--- config.mk ---
export PLATFORM = sky130hd
export DESIGN_NAME = credit_arbiter
export DESIGN_NICKNAME = d
export VERILOG_FILES = /design/src/rtl/router_pkg.sv /design/src/rtl/rr_pick.sv /design/src/rtl/credit_arbiter.sv
export SDC_FILE = /design/constraint.sdc
export NUM_CORES = 1
export LEC_CHECK = 0
export BUFFER_PORTS_ARGS = -buffer_cell sky130_fd_sc_hd__buf_4
export CORE_MARGIN = 1.5
export CORE_UTILIZATION = 30
export CTS_BUF_LIST = sky130_fd_sc_hd__clkbuf_4 sky130_fd_sc_hd__clkbuf_8
export DETAILED_ROUTE_END_ITERATION = 6
export REMOVE_ABC_BUFFERS = 1
export SLEW_MARGIN = 25
export SYNTH_ARGS = -nofsm -noshare
export SYNTH_HDL_FRONTEND = slang
export SYNTH_HIERARCHICAL = 1
export SYNTH_SLANG_ARGS = --single-unit
--- constraint.sdc ---
create_clock -name clk -period 5.9 [get_ports clk]
set_clock_uncertainty 0.15 [all_clocks]
set_input_delay 0.295 -clock clk [delete_from_list [all_inputs] [get_ports clk]]
set_output_delay 0.295 -clock clk [all_outputs]
set_load 0.01 [all_outputs]
--- src/rtl/router_pkg.sv ---
// Shared router definitions: port indices, one-hot port codes, arbiter FSM
// states and the default downstream buffer depth.
package router_pkg;

  localparam int NUM_PORTS       = 5;
  localparam int DEFAULT_CREDITS = 4;

  typedef enum logic [2:0] {
    PORT_N = 3'd0,
    PORT_E = 3'd1,
    PORT_W = 3'd2,
    PORT_S = 3'd3,
    PORT_L = 3'd4
  } port_e;

  localparam logic [4:0] ONEHOT_N = 5'b00001;
  localparam logic [4:0] ONEHOT_E = 5'b00010;
  localparam logic [4:0] ONEHOT_W = 5'b00100;
  localparam logic [4:0] ONEHOT_S = 5'b01000;
  localparam logic [4:0] ONEHOT_L = 5'b10000;

  // IDLE: no owner, arbitrating. LOCKED: owner holds the output for a packet.
  typedef enum logic {
    ST_IDLE   = 1'b0,
    ST_LOCKED = 1'b1
  } state_e;

  // One-hot code for a port index; out-of-range indices give all zeros.
  function automatic logic [4:0] port_onehot(input logic [2:0] p);
    port_onehot = 5'b00001 << p;
  endfunction

endpackage

--- src/rtl/rr_pick.sv ---
// Combinational round-robin picker: first requester strictly after `last`,
// wrapping from L back to N.
module rr_pick
  import router_pkg::*;
(
  input  logic [4:0] req,
  input  logic [2:0] last,
  output logic [2:0] win,
  output logic       any
);

  // Scan the five ports starting one past the previous winner.
  always_comb begin
    int idx;
    idx = 0;
    win = 3'd0;
    any = 1'b0;
    for (int i = 1; i <= NUM_PORTS; i++) begin
      idx = (int'(last) + i) % NUM_PORTS;
      if (!any && req[idx]) begin
        win = idx[2:0];
        any = 1'b1;
      end
    end
  end

endmodule

--- src/rtl/credit_arbiter.sv ---
// Credit-based wormhole output arbiter. One idle arbitration cycle picks an
// owner round-robin; the owner then keeps the output until its tail flit is
// granted. Flits only move while downstream credits are available.
//
// Handshake: a flit transfers in any cycle where grant[i] is high; grant[i]
// is high only when req[i] is high, i is the locked owner, and at least one
// credit remains. credit_in returns exactly one downstream slot per pulse.
module credit_arbiter
  import router_pkg::*;
#(
  parameter int CREDITS = DEFAULT_CREDITS
) (
  input  logic       clk,
  input  logic       rst,
  input  logic [4:0] req,
  input  logic [4:0] tail,
  input  logic       credit_in,
  output logic [4:0] grant,
  output logic [4:0] xbar_sel,
  output logic       valid_out,
  output logic [2:0] credit_cnt,
  output logic       credit_err,
  output state_e     state_dbg
);

  localparam logic [2:0] CREDIT_MAX = 3'(CREDITS);

  state_e     state, state_nxt;
  logic [2:0] owner;
  logic [2:0] last_winner;
  logic [2:0] rr_win;
  logic       rr_any;
  logic [4:0] owner_oh;
  logic       owner_req;
  logic       owner_tail;
  logic       flit_go;
  logic       tail_go;

  rr_pick u_rr_pick (
    .req  (req),
    .last (last_winner),
    .win  (rr_win),
    .any  (rr_any)
  );

  assign owner_oh   = port_onehot(owner);
  assign owner_req  = |(req & owner_oh);
  assign owner_tail = |(tail & owner_oh);
  assign flit_go    = (state == ST_LOCKED) && owner_req && (credit_cnt != 3'd0);
  assign tail_go    = flit_go && owner_tail;
  assign valid_out  = |grant;
  assign state_dbg  = state;

  // Next-state and output decode; the arbitration cycle never grants.
  always_comb begin
    state_nxt = state;
    grant     = 5'b00000;
    xbar_sel  = 5'b00000;
    unique case (state)
      ST_IDLE: begin
        if (rr_any) state_nxt = ST_LOCKED;
      end
      ST_LOCKED: begin
        xbar_sel = owner_oh;
        if (flit_go) grant = owner_oh;
        if (tail_go) state_nxt = ST_IDLE;
      end
      default: state_nxt = ST_IDLE;
    endcase
  end

  // State register, owner capture and round-robin history.
  always_ff @(posedge clk or negedge rst) begin
    if (!rst) begin
      state       <= ST_IDLE;
      owner       <= PORT_N;
      last_winner <= PORT_L;
    end else begin
      state <= state_nxt;
      if (state == ST_IDLE && rr_any) owner <= rr_win;
      if (tail_go) last_winner <= owner;
    end
  end

  // Credit counter: a grant and a returned credit in the same cycle cancel;
  // a return while already full is dropped and flagged until reset.
  always_ff @(posedge clk or negedge rst) begin
    if (!rst) begin
      credit_cnt <= CREDIT_MAX;
      credit_err <= 1'b0;
    end else begin
      if (flit_go && !credit_in) begin
        credit_cnt <= credit_cnt - 3'd1;
      end else if (credit_in && !flit_go) begin
        if (credit_cnt == CREDIT_MAX) credit_err <= 1'b1;
        else credit_cnt <= credit_cnt + 3'd1;
      end
    end
  end

endmodule

Word level (Yosys, flattened, before mapping)
Cells that the tools add are included.
{"block": "word_totals", "elab_cells": 86, "ff_bits": 11, "output_inout_bits": 16}
{"block": "classes", "n_eq_ne": 2, "muxes": 34, "shifts": 1, "add_sub_neg": 7, "div_mod_pow": 5, "n_reduce_logical": 23, "bitwise_logic": 4, "order_cmp": 5}
{"operator": "< comparator 32 x 5 -> 1 bit, second input constant", "n": 5}
{"operator": "modulo 32 x 4 -> 32 bit, second input constant", "n": 5}
{"operator": "2-to-1 mux 3 bit", "n": 8}
{"operator": "2-to-1 mux 1 bit", "n": 17}
{"operator": "binary-select mux 1 bit (select 3 bit)", "n": 5}
{"operator": "2-to-1 mux 5 bit", "n": 3}
{"operator": "OR reduction 5 bit", "n": 3}
{"operator": "AND 5 bit", "n": 2}
{"operator": "logical AND 1 bit", "n": 10}
{"operator": "adder 3 x 2 -> 4 bit, second input constant", "n": 2}
{"operator": "adder 3 x 3 -> 4 bit, second input constant", "n": 2}
{"operator": "zero test 1 bit", "n": 6}
{"operator": "left shift 1 x 3 -> 5 bit, first input constant", "n": 1}
{"operator": "adder 3 x 1 -> 4 bit, second input constant", "n": 1}
{"operator": "adder 3 x 1 -> 3 bit, second input constant", "n": 1}
{"operator": "== test 3 bit, second input constant", "n": 1}
{"operator": "AND reduction 3 bit", "n": 1}
{"operator": "nonzero test 3 bit", "n": 1}
{"operator": "subtractor 3 x 1 -> 3 bit, second input constant", "n": 1}
{"operator": "inequality test 2 bit, second input constant", "n": 1}
{"operator": "inverter 1 bit", "n": 2}
{"operator": "case mux 1 bit (2 select lines)", "n": 1}
{"operator": "AND reduction 2 bit", "n": 1}
{"operator": "nonzero test 2 bit", "n": 1}

Longest topological paths before layout
Gate-level depths: netlist (run 1).
{"block": "logic_depth", "depth_word": 20, "ltp_mapped": 20}

By module
Netlist (run 1), hierarchy kept.
{"module": "rr_pick", "instances": 1, "cells_each": 243, "area_per_inst_um2": 1793.0}
{"module": "credit_arbiter", "instances": 1, "cells_each": 83, "area_per_inst_um2": 778.2}

Least setup slack after synthesis (run 1)
No wires, ideal clock.
{"block": "synth_path", "path_kind": "reg2reg", "start": "register last_winner[0]", "end": "register owner[1]", "setup_time_ps": 125, "arrival_time_ps": 4484, "path_buffers": 3, "period_less_slack_ps": 4759, "path_stages_with_launch": 19, "path_slack_ps": 1141, "path_cell_list": "dfrtp_1 > buf_6 > inv_1 > clkbuf_1 > ha_1 > buf_6 > inv_1 > ha_1 > inv_1 > ha_1 > nand2b_1 > o211a_1 > a221oi_4 > o221ai_2 > o31ai_4 > o32ai_2 > or4b_2 > nor2b_1 > mux2_2"}
{"block": "synth_via", "elab_chain_cells": 19, "elab_cells_between_ends": 44, "classes_between": "add/sub (5); div (5); mux (25); reduce/logical (9)"}
{"item": "start, declared", "line": "credit_arbiter.sv:30", "source": "logic [2:0] last_winner;"}
{"item": "start signal, assigned", "line": "credit_arbiter.sv:81", "source": "if (tail_go) last_winner <= owner;"}
{"item": "adder 3 x 1 -> 4 bit", "line": "rr_pick.sv:19", "source": "idx = (int'(last) + i) % NUM_PORTS;"}
{"item": "modulo 32 x 4 -> 32 bit", "line": "rr_pick.sv:19"}
{"item": "binary-select mux 1 bit (select 3 bit)", "line": "rr_pick.sv:20", "source": "if (!any && req[idx]) begin"}
{"item": "2-to-1 mux 1 bit (implied by the code) (2 in series)", "line": "rr_pick.sv:20"}
{"item": "2-to-1 mux 1 bit", "line": "rr_pick.sv:20"}
{"item": "zero test 1 bit", "line": "rr_pick.sv:20"}
{"item": "logical AND 1 bit", "line": "rr_pick.sv:20"}
{"item": "2-to-1 mux 1 bit", "line": "rr_pick.sv:20"}
{"item": "[... 3 more ...]"}
{"item": "zero test 1 bit", "line": "rr_pick.sv:20"}
{"item": "logical AND 1 bit", "line": "rr_pick.sv:20"}
{"item": "2-to-1 mux 1 bit", "line": "rr_pick.sv:20"}
{"item": "zero test 1 bit", "line": "rr_pick.sv:20"}
{"item": "logical AND 1 bit", "line": "rr_pick.sv:20"}
{"item": "2-to-1 mux 1 bit *", "line": "rr_pick.sv:20"}
{"item": "net rr_any", "line": "credit_arbiter.sv:32", "source": "logic rr_any;"}
{"item": "logical AND 1 bit *", "line": "credit_arbiter.sv:80", "source": "if (state == ST_IDLE && rr_any) owner <= rr_win;"}
{"item": "end signal, assigned", "line": "credit_arbiter.sv:80"}
{"item": "end, declared", "line": "credit_arbiter.sv:29", "source": "logic [2:0] owner;"}
Mark *: on every way through the listed nets, which the timed path passes. The rest lies on a longest branch. The select of a mux whose other input is x is not followed.
A chain may end at the register's enable or synchronous reset.

Worst setup path in the final report (run 1)
Ends and elaborated chain as after synthesis.

==> summary.md, run 1 <==
| Metric | Value |
|---|---|
| Status | `finished, final reports clean` |
| Crit path max-delay cell type | `or4b_2` |
| DRC errors left | `0` |
| Avg Cell Area, Syn | `7.89 µm²` |
| Asr flop ratio synth | `1.00` |
| Gr ovfl total | `0` |
| CP Capture Type | `register` |
| Mux cell area share after synthesis | `0.0642` |
| Number of routed nets with antenna violations | `0` |
| Fin. max-slew vios | `0` |
| I/O pins | `29` |
| Minimum clock period | `5120 ps` |
| Global-route wire length before repair | `11.4 mm` |
| Post-cts resize count | `0` |
| Diode count | `0` |
| Most used flip-flop cell after synthesis | `dfrtp_1` |
| Core area | `8260 µm²` |
| Die ar. | `9140 µm²` |
| Tot GR Track Use | `0.157` |
| Simple-Gate Fraction of Synth Area | `0.246` |
| Largest family of logic cells by synthesized area | `compound AO/OA/AOI/OAI gates` |
| Worst setup SP type | `register` |
| Clock slew at the register clock pins of the worst setup and hold paths | `50 ps` |
| Crit path buf inv count | `2` |
| Initial antenna violation count | `0` |
| GP Congestion | `0.878` |
| CP peak stage delay | `650 ps` |
| Yosys warns | `6` |
| Xor/xnor share of the synthesized area | `0.0443` |
| Total CTS buffers | `3` |
| RSZ-0062 raised after global routing | `false` |
| Iteration-0 DRC Markers | `173` |
| Critical Path Source | `last_winner[0]$_DFFE_PN0P_` |
| Max FO, Critical Path | `11` |
| Vias | `2567` |
| Kind of critical path | `register to register` |
| PortBufs | `28` |
| Post-synthesis register bit count | `11` |
| Cells along the critical path | `ha_1, xnor2_4, inv_1, ha_1, nor2_1, a21oi_1, xnor2_1, ha_1, inv_1, o22ai_1, a21boi_0, or2_2, o22ai_1, or4b_2, nor2b_1, mux2_2` |
| Width of the die | `95.6 µm` |
| Setup Viol. Count Final | `0` |
| Seq/Total Area, Yosys | `0.108` |
| Top cell by count, worst path | `ha_1` |
| Layout area overhead | `13.3%` |
| Syn Std Cell Area | `2570 µm²` |
| Deepest clock path buffer count | `2` |
| Crit path max-delay family | `simple AND/OR/NAND/NOR gates` |
| Adder-cell share of the synthesized area | `0.120` |
| FMAX | `0.195 GHz` |
| Compound-Gate Fraction of Synth Area | `0.335` |
| Cell count after synthesis | `326` |
| Fill count | `887` |
| Leading cell type in the layout, fill and taps excluded | `buf_4` |
| Yosys cell types | `85` |
| Worst-Skew Late Latency | `240 ps` |
| # clock sinks | `11` |
| Die extent in y | `95.6 µm` |
| Share of cells above drive strength 1 | `0.212` |
| Flop2flop setup slack | `780 ps` |
| DP HPWL | `5.34 mm` |
| Commonest cells after routing, fill and taps aside | `buf_4, inv_1, nand2_1` |
| Number of max-cap violations | `0` |
| CTS root buf | `clkbuf_8` |
| DR pass1 iterations | `4` |
| Final Cycle Share | `0.868` |
| Largest net degree at the start of global routing | `24` |
| Arr. time, crit path | `5100 ps` |
| Initial core utilization | `0.311` |
| Relative slew slack | `0.457` |
| Per-cell routed wire length | `15.4 µm` |
| Post-CTS Repair Setup Buffers | `0` |
| Hold/Removal Path Class | `input pin to register` |
| Vias per Instance | `5.65` |
| Hold_sp | `tail[4]` |
| Fin Setup TNS | `0 ps` |
| Final wirelength | `6.98 mm` |
| CTS H-tree depth | `1` |
| Final nets | `387` |
| Slew @ Worst Pin | `802 ps` |
| Fin. Hold Viols | `0` |
| Worst EP required | `5870 ps` |
| Vias in the first global route | `2311` |
| Post-synth EDFFs | `0` |
| CTS tree | `done` |
| Worst r2r src | `last_winner[0]$_DFFE_PN0P_` |
| # rows | `33` |
-- what timing repair did --
action,CTS,global route
hold endpoints to repair,11,0
setup endpoints to repair,0,0
hold buffers,1,0
-- sequential cells by signal, summed over array words and instances (netlist names) --
name / count
credit_err: 1
last_winner: 3
owner: 3
credit_cnt: 3
state_dbg: 1
-- cells by family after synthesis --
family	count (synthesis)
xor+xnor	10
compound gates	109
mux	14
simple gates	113
flops	11
buf+inv	45
fa+ha+maj	24
-- worst register-to-register path, stage by stage, from the launching register on --
cell and delay [ps]:
dfrtp_1 600, ha_1 570, xnor2_4 200, inv_1 140
ha_1 210, nor2_1 160, a21oi_1 110, xnor2_1 290
ha_1 220, inv_1 90, o22ai_1 360, a21boi_0 180
or2_2 320, o22ai_1 280, or4b_2 650, nor2b_1 200
mux2_2 280
-- layer usage --
layer / up-vias / GRT usage / share of wire / wire (µm)
met4: 0 / 0.0441 / 0.018 / 129
li1: 1273 / - / - / -
met2: 66 / 0.256 / 0.46 / 3200
met1: 1211 / 0.216 / 0.49 / 3390
met5: - / 0 / 0 / 0
met3: 17 / 0.0199 / 0.037 / 258
-- cell type report --
cell class,count,area [µm²],area share
Tap cell,105,131,0.0451
Multi-Input combinational cell,270,2080,0.714
Inverter,29,109,0.0374
Sequential cell,11,278,0.0953
Timing Repair Buffer,35,265,0.0910
Clock buffer,4,48.8,0.0167
-- synth_stat cells (7+ instances only) --
master / n / area, µm²
inv_1: 28 / 105
nand2_1: 24 / 90.1
ha_1: 23 / 288
nor2_1: 21 / 78.8
a21oi_1: 18 / 90.1
nor3_1: 16 / 80.1
o21ai_0: 12 / 60.1
dfrtp_1: 9 / 225
mux2i_1: 9 / 90.1
a31oi_1: 7 / 43.8
nor2b_1: 7 / 43.8
xnor2_1: 7 / 61.3
-- final timing paths --
check,endpoint,cells past startpoint
min in group asynchronous,owner[2]$_DFFE_PN0P_,2
max in group asynchronous,last_winner[2]$_DFFE_PN1P_,2
min reg2reg,credit_err$_DFFE_PN0P_,1
min,last_winner[2]$_DFFE_PN1P_,3
max,owner[1]$_DFFE_PN0P_,16
max reg2reg,owner[1]$_DFFE_PN0P_,16
-- stage by stage --
stage,instances,cell area (µm²),utilization,setup slack (ps),hold WS [ps]
after global placement,449,2860,0.346,957,-10.8
final,454,2910,0.353,777,117
after CTS,454,2910,0.353,755,111
after floorplan,310,2470,-,609,-151
after global routing,454,2910,0.353,429,118
after detailed placement,449,2860,0.346,757,-7.63
Power of run 1 is left out: the tool's default activity adds up to more than one toggle a clock period on the data nets, which glitch-free logic cannot reach.
==> inputs of run 2 (changes only) <==
SYNTH_HIERARCHICAL = default   (was 1)
==> run 2 against run 1 <==
  * Via count decreased by 5.1%
  * Critical path depth increased by 1
  * Sequential share of layout area increased by 0.54 points
  * Final area decreased by 5.4%
  * Final cell count decreased by 4.0%
  * Highest routed layer unchanged
==> summary.md, run 2 <==
| Metric | Value |
|---|---|
| Status | `finished, final reports clean` |
| Count leader, synth | `nor2_1` |
| Cells along the critical path | `ha_1, xnor2_4, inv_2, ha_1, or2_2, o211a_1, nor2_1, ha_1, nand2b_1, o2111ai_1, and3_1, o211ai_1, a22oi_1, o21a_1, a41o_1, nor2b_1, nor4_2` |
| Yosys cell types | `75 (-12%)` |
| Global-route wire length before repair | `10.8 mm (-5.0%)` |
| Max FO, Critical Path | `15 (+4)` |
| Final nets | `370 (-4.4%)` |
| Met1 wire length | `2.98 mm (-12%)` |
| Relative slew slack | `0.631 (+0.175)` |
| Hold/Removal Path Class | `input pin to asynchronous set/reset pin` |
| PortBufs | `28 (unchanged)` |
| Post-synth top area cell | `ha_1` |
| Leading cell type in the layout, fill and taps excluded | `buf_4` |
| Final wirelength | `6.49 mm (-7.0%)` |
| Setup Viol. Count Final | `0 (unchanged)` |
| Layout area overhead | `13.7%` |
| Die ar. | `8640 µm² (-5.5%)` |
| Initial core utilization | `0.312 (+0.000975)` |
| Number of routed nets with antenna violations | `0 (unchanged)` |
| Place WS | `1270 ps (+509 ps)` |
| Most frequent cells after synthesis | `nor2_1, inv_1, ha_1` |
| Area share of the largest cell type after synthesis | `0.108 (-0.00362)` |
| Total CTS buffers | `3 (unchanged)` |
| Arr. time, crit path | `4680 ps (-420 ps)` |
| Post-synth EDFFs | `0 (unchanged)` |
| Core area | `7770 µm² (-5.9%)` |
| Vias in the first global route | `2249 (-2.7%)` |
| CP peak stage delay | `640 ps (about the same)` |
| Yosys warns | `0 (-6)` |
| Most used flip-flop cell after synthesis | `dfrtp_1` |
| Crit path max-delay family | `simple AND/OR/NAND/NOR gates` |
| Synth area leaders | `ha_1, dfrtp_1, mux2i_1` |
| Routed length on met3 | `231 µm (-10%)` |
| CTS H-tree depth | `1 (unchanged)` |
| I/O pins | `29 (unchanged)` |
| Die extent in y | `92.9 µm (-2.8%)` |
| # rows | `32 (-3.0%)` |
| Clock slew at the register clock pins of the worst setup and hold paths | `50 ps (about the same)` |
| Uppermost layer routed | `met4` |
| Largest net degree at the start of global routing | `19 (-21%)` |
| Number of max-cap violations | `0 (unchanged)` |
| Fin Setup TNS | `0 ps (unchanged)` |
| Kind of critical path | `register to register` |
| Post-CTS Repair Setup Buffers | `0 (unchanged)` |
| Critical Path Source | `last_winner[0]$_DFFE_PN0P_` |
| Syn Std Cell Area | `2430 µm² (-5.6%)` |
| Avg Cell Area, Syn | `7.65 µm² (-3.0%)` |
| Share of cells above drive strength 1 | `0.198 (-0.0144)` |
| Commonest cells after routing, fill and taps aside | `buf_4, nor2_1, inv_1` |
| Asr flop ratio synth | `1.00 (unchanged)` |
| Diode count | `0 (unchanged)` |
| Initial antenna violation count | `0 (unchanged)` |
| Post-synthesis register bit count | `11 (unchanged)` |
| Fin. Hold Viols | `0 (unchanged)` |
| Iteration-0 DRC Markers | `220 (+27%)` |
| CTS tree | `done` |
| # clock sinks | `11 (unchanged)` |
| Fin. max-slew vios | `0 (unchanged)` |
| Deepest clock path buffer count | `2 (unchanged)` |
| Crit path max-delay cell type | `dfrtp_1` |
| DR pass1 iterations | `6 (+2)` |
| Cell count after synthesis | `317 (-2.8%)` |
| DP HPWL | `4.87 mm (-8.8%)` |
| Setup ws final | `1180 ps (+403 ps)` |
| Worst r2r src | `last_winner[0]$_DFFE_PN0P_` |
| Worst hold margin | `284 ps (+167 ps)` |
| Worst-Skew Late Latency | `240 ps (about the same)` |
| Vias | `2435 (-5.1%)` |
| Worst setup SP type | `register` |
| Slew @ Worst Pin | `553 ps (-249 ps)` |
| Width of the die | `92.9 µm (-2.8%)` |
| DRC errors left | `0 (unchanged)` |
| RSZ-0062 raised after global routing | `false` |
| FMAX | `0.212 GHz (+8.5%)` |
| Final Cycle Share | `0.800 (-0.0683)` |
| Flop2flop setup slack | `1180 ps (+400 ps)` |
| Regs by FF count | `credit_cnt: 3 flops, last_winner: 3 flops, owner: 3 flops` |
| Minimum clock period | `4720 ps (-403 ps)` |
| Worst EP required | `5860 ps (about the same)` |
| Crit path buf inv count | `1 (-1)` |
| Seq/Total Area, Yosys | `0.114 (+0.00646)` |
| Per-cell routed wire length | `14.9 µm (-3.1%)` |
| Gr ovfl total | `0 (unchanged)` |
| CTS root buf | `clkbuf_8` |
| Met2 WL | `3.08 mm (-3.5%)` |
| GP Congestion | `0.903 (+2.8%)` |
| Top cell by count, worst path | `ha_1` |
| Tot GR Track Use | `0.151 (-0.00606)` |
| Vias per Instance | `5.58 (-1.2%)` |
| CP Capture Type | `register` |
-- run 2: per-stage QoR --
step	utilization	instance area, µm²	instances
floorplan	-	2330	297
global placement	0.347	2700	431
detailed placement	0.347	2700	431
CTS	0.355	2760	436
global route	0.355	2760	436
finish	0.355	2760	436
-- run 2: metal layers --
layer	track usage	up-vias
met3	0.0156	18
li1	-	1207
met4	0.0442	0
met5	0	-
met2	0.263	59
met1	0.196	1151
-- run 2: cells by family (layout without fill, tap and decap cells) --
kind of cell | count (synthesis) | after routing | share of synthesized area
compound gates | 105 | 105 | 0.323
buf+inv | 46 | 63 | 0.0794
flops | 11 | 11 | 0.114
fa+ha+maj | 23 | 23 | 0.121
mux | 17 | 17 | 0.0722
xor+xnor | 8 | 8 | 0.0366
simple gates | 107 | 107 | 0.253
-- run 2: final timing paths --
| kind | end | depth (start not counted) |
|---|---|---|
| max | owner[0]$_DFFE_PN0P_ | 17 |
| min | owner[1]$_DFFE_PN0P_ | 2 |
| max reg2reg | owner[0]$_DFFE_PN0P_ | 17 |
| min reg2reg | credit_err$_DFFE_PN0P_ | 1 |
| max in group asynchronous | credit_cnt[2]$_DFFE_PN1P_ | 2 |
| min in group clk | credit_err$_DFFE_PN0P_ | 3 |
-- run 2: area by class of cell --
cell class	count	area, µm²
inverter	26	97.6
clock buffer	4	48.8
tap	102	128
multi-input combinational	260	1960
fill	839	5010
sequential	11	278
timing repair buffer	33	250
-- run 2: what timing repair did --
item	CTS	global route
hold buffers	1	0
resized for setup	0	0
endpoints found under the hold margin	11	0
Power of run 2 is left out for the same reason.
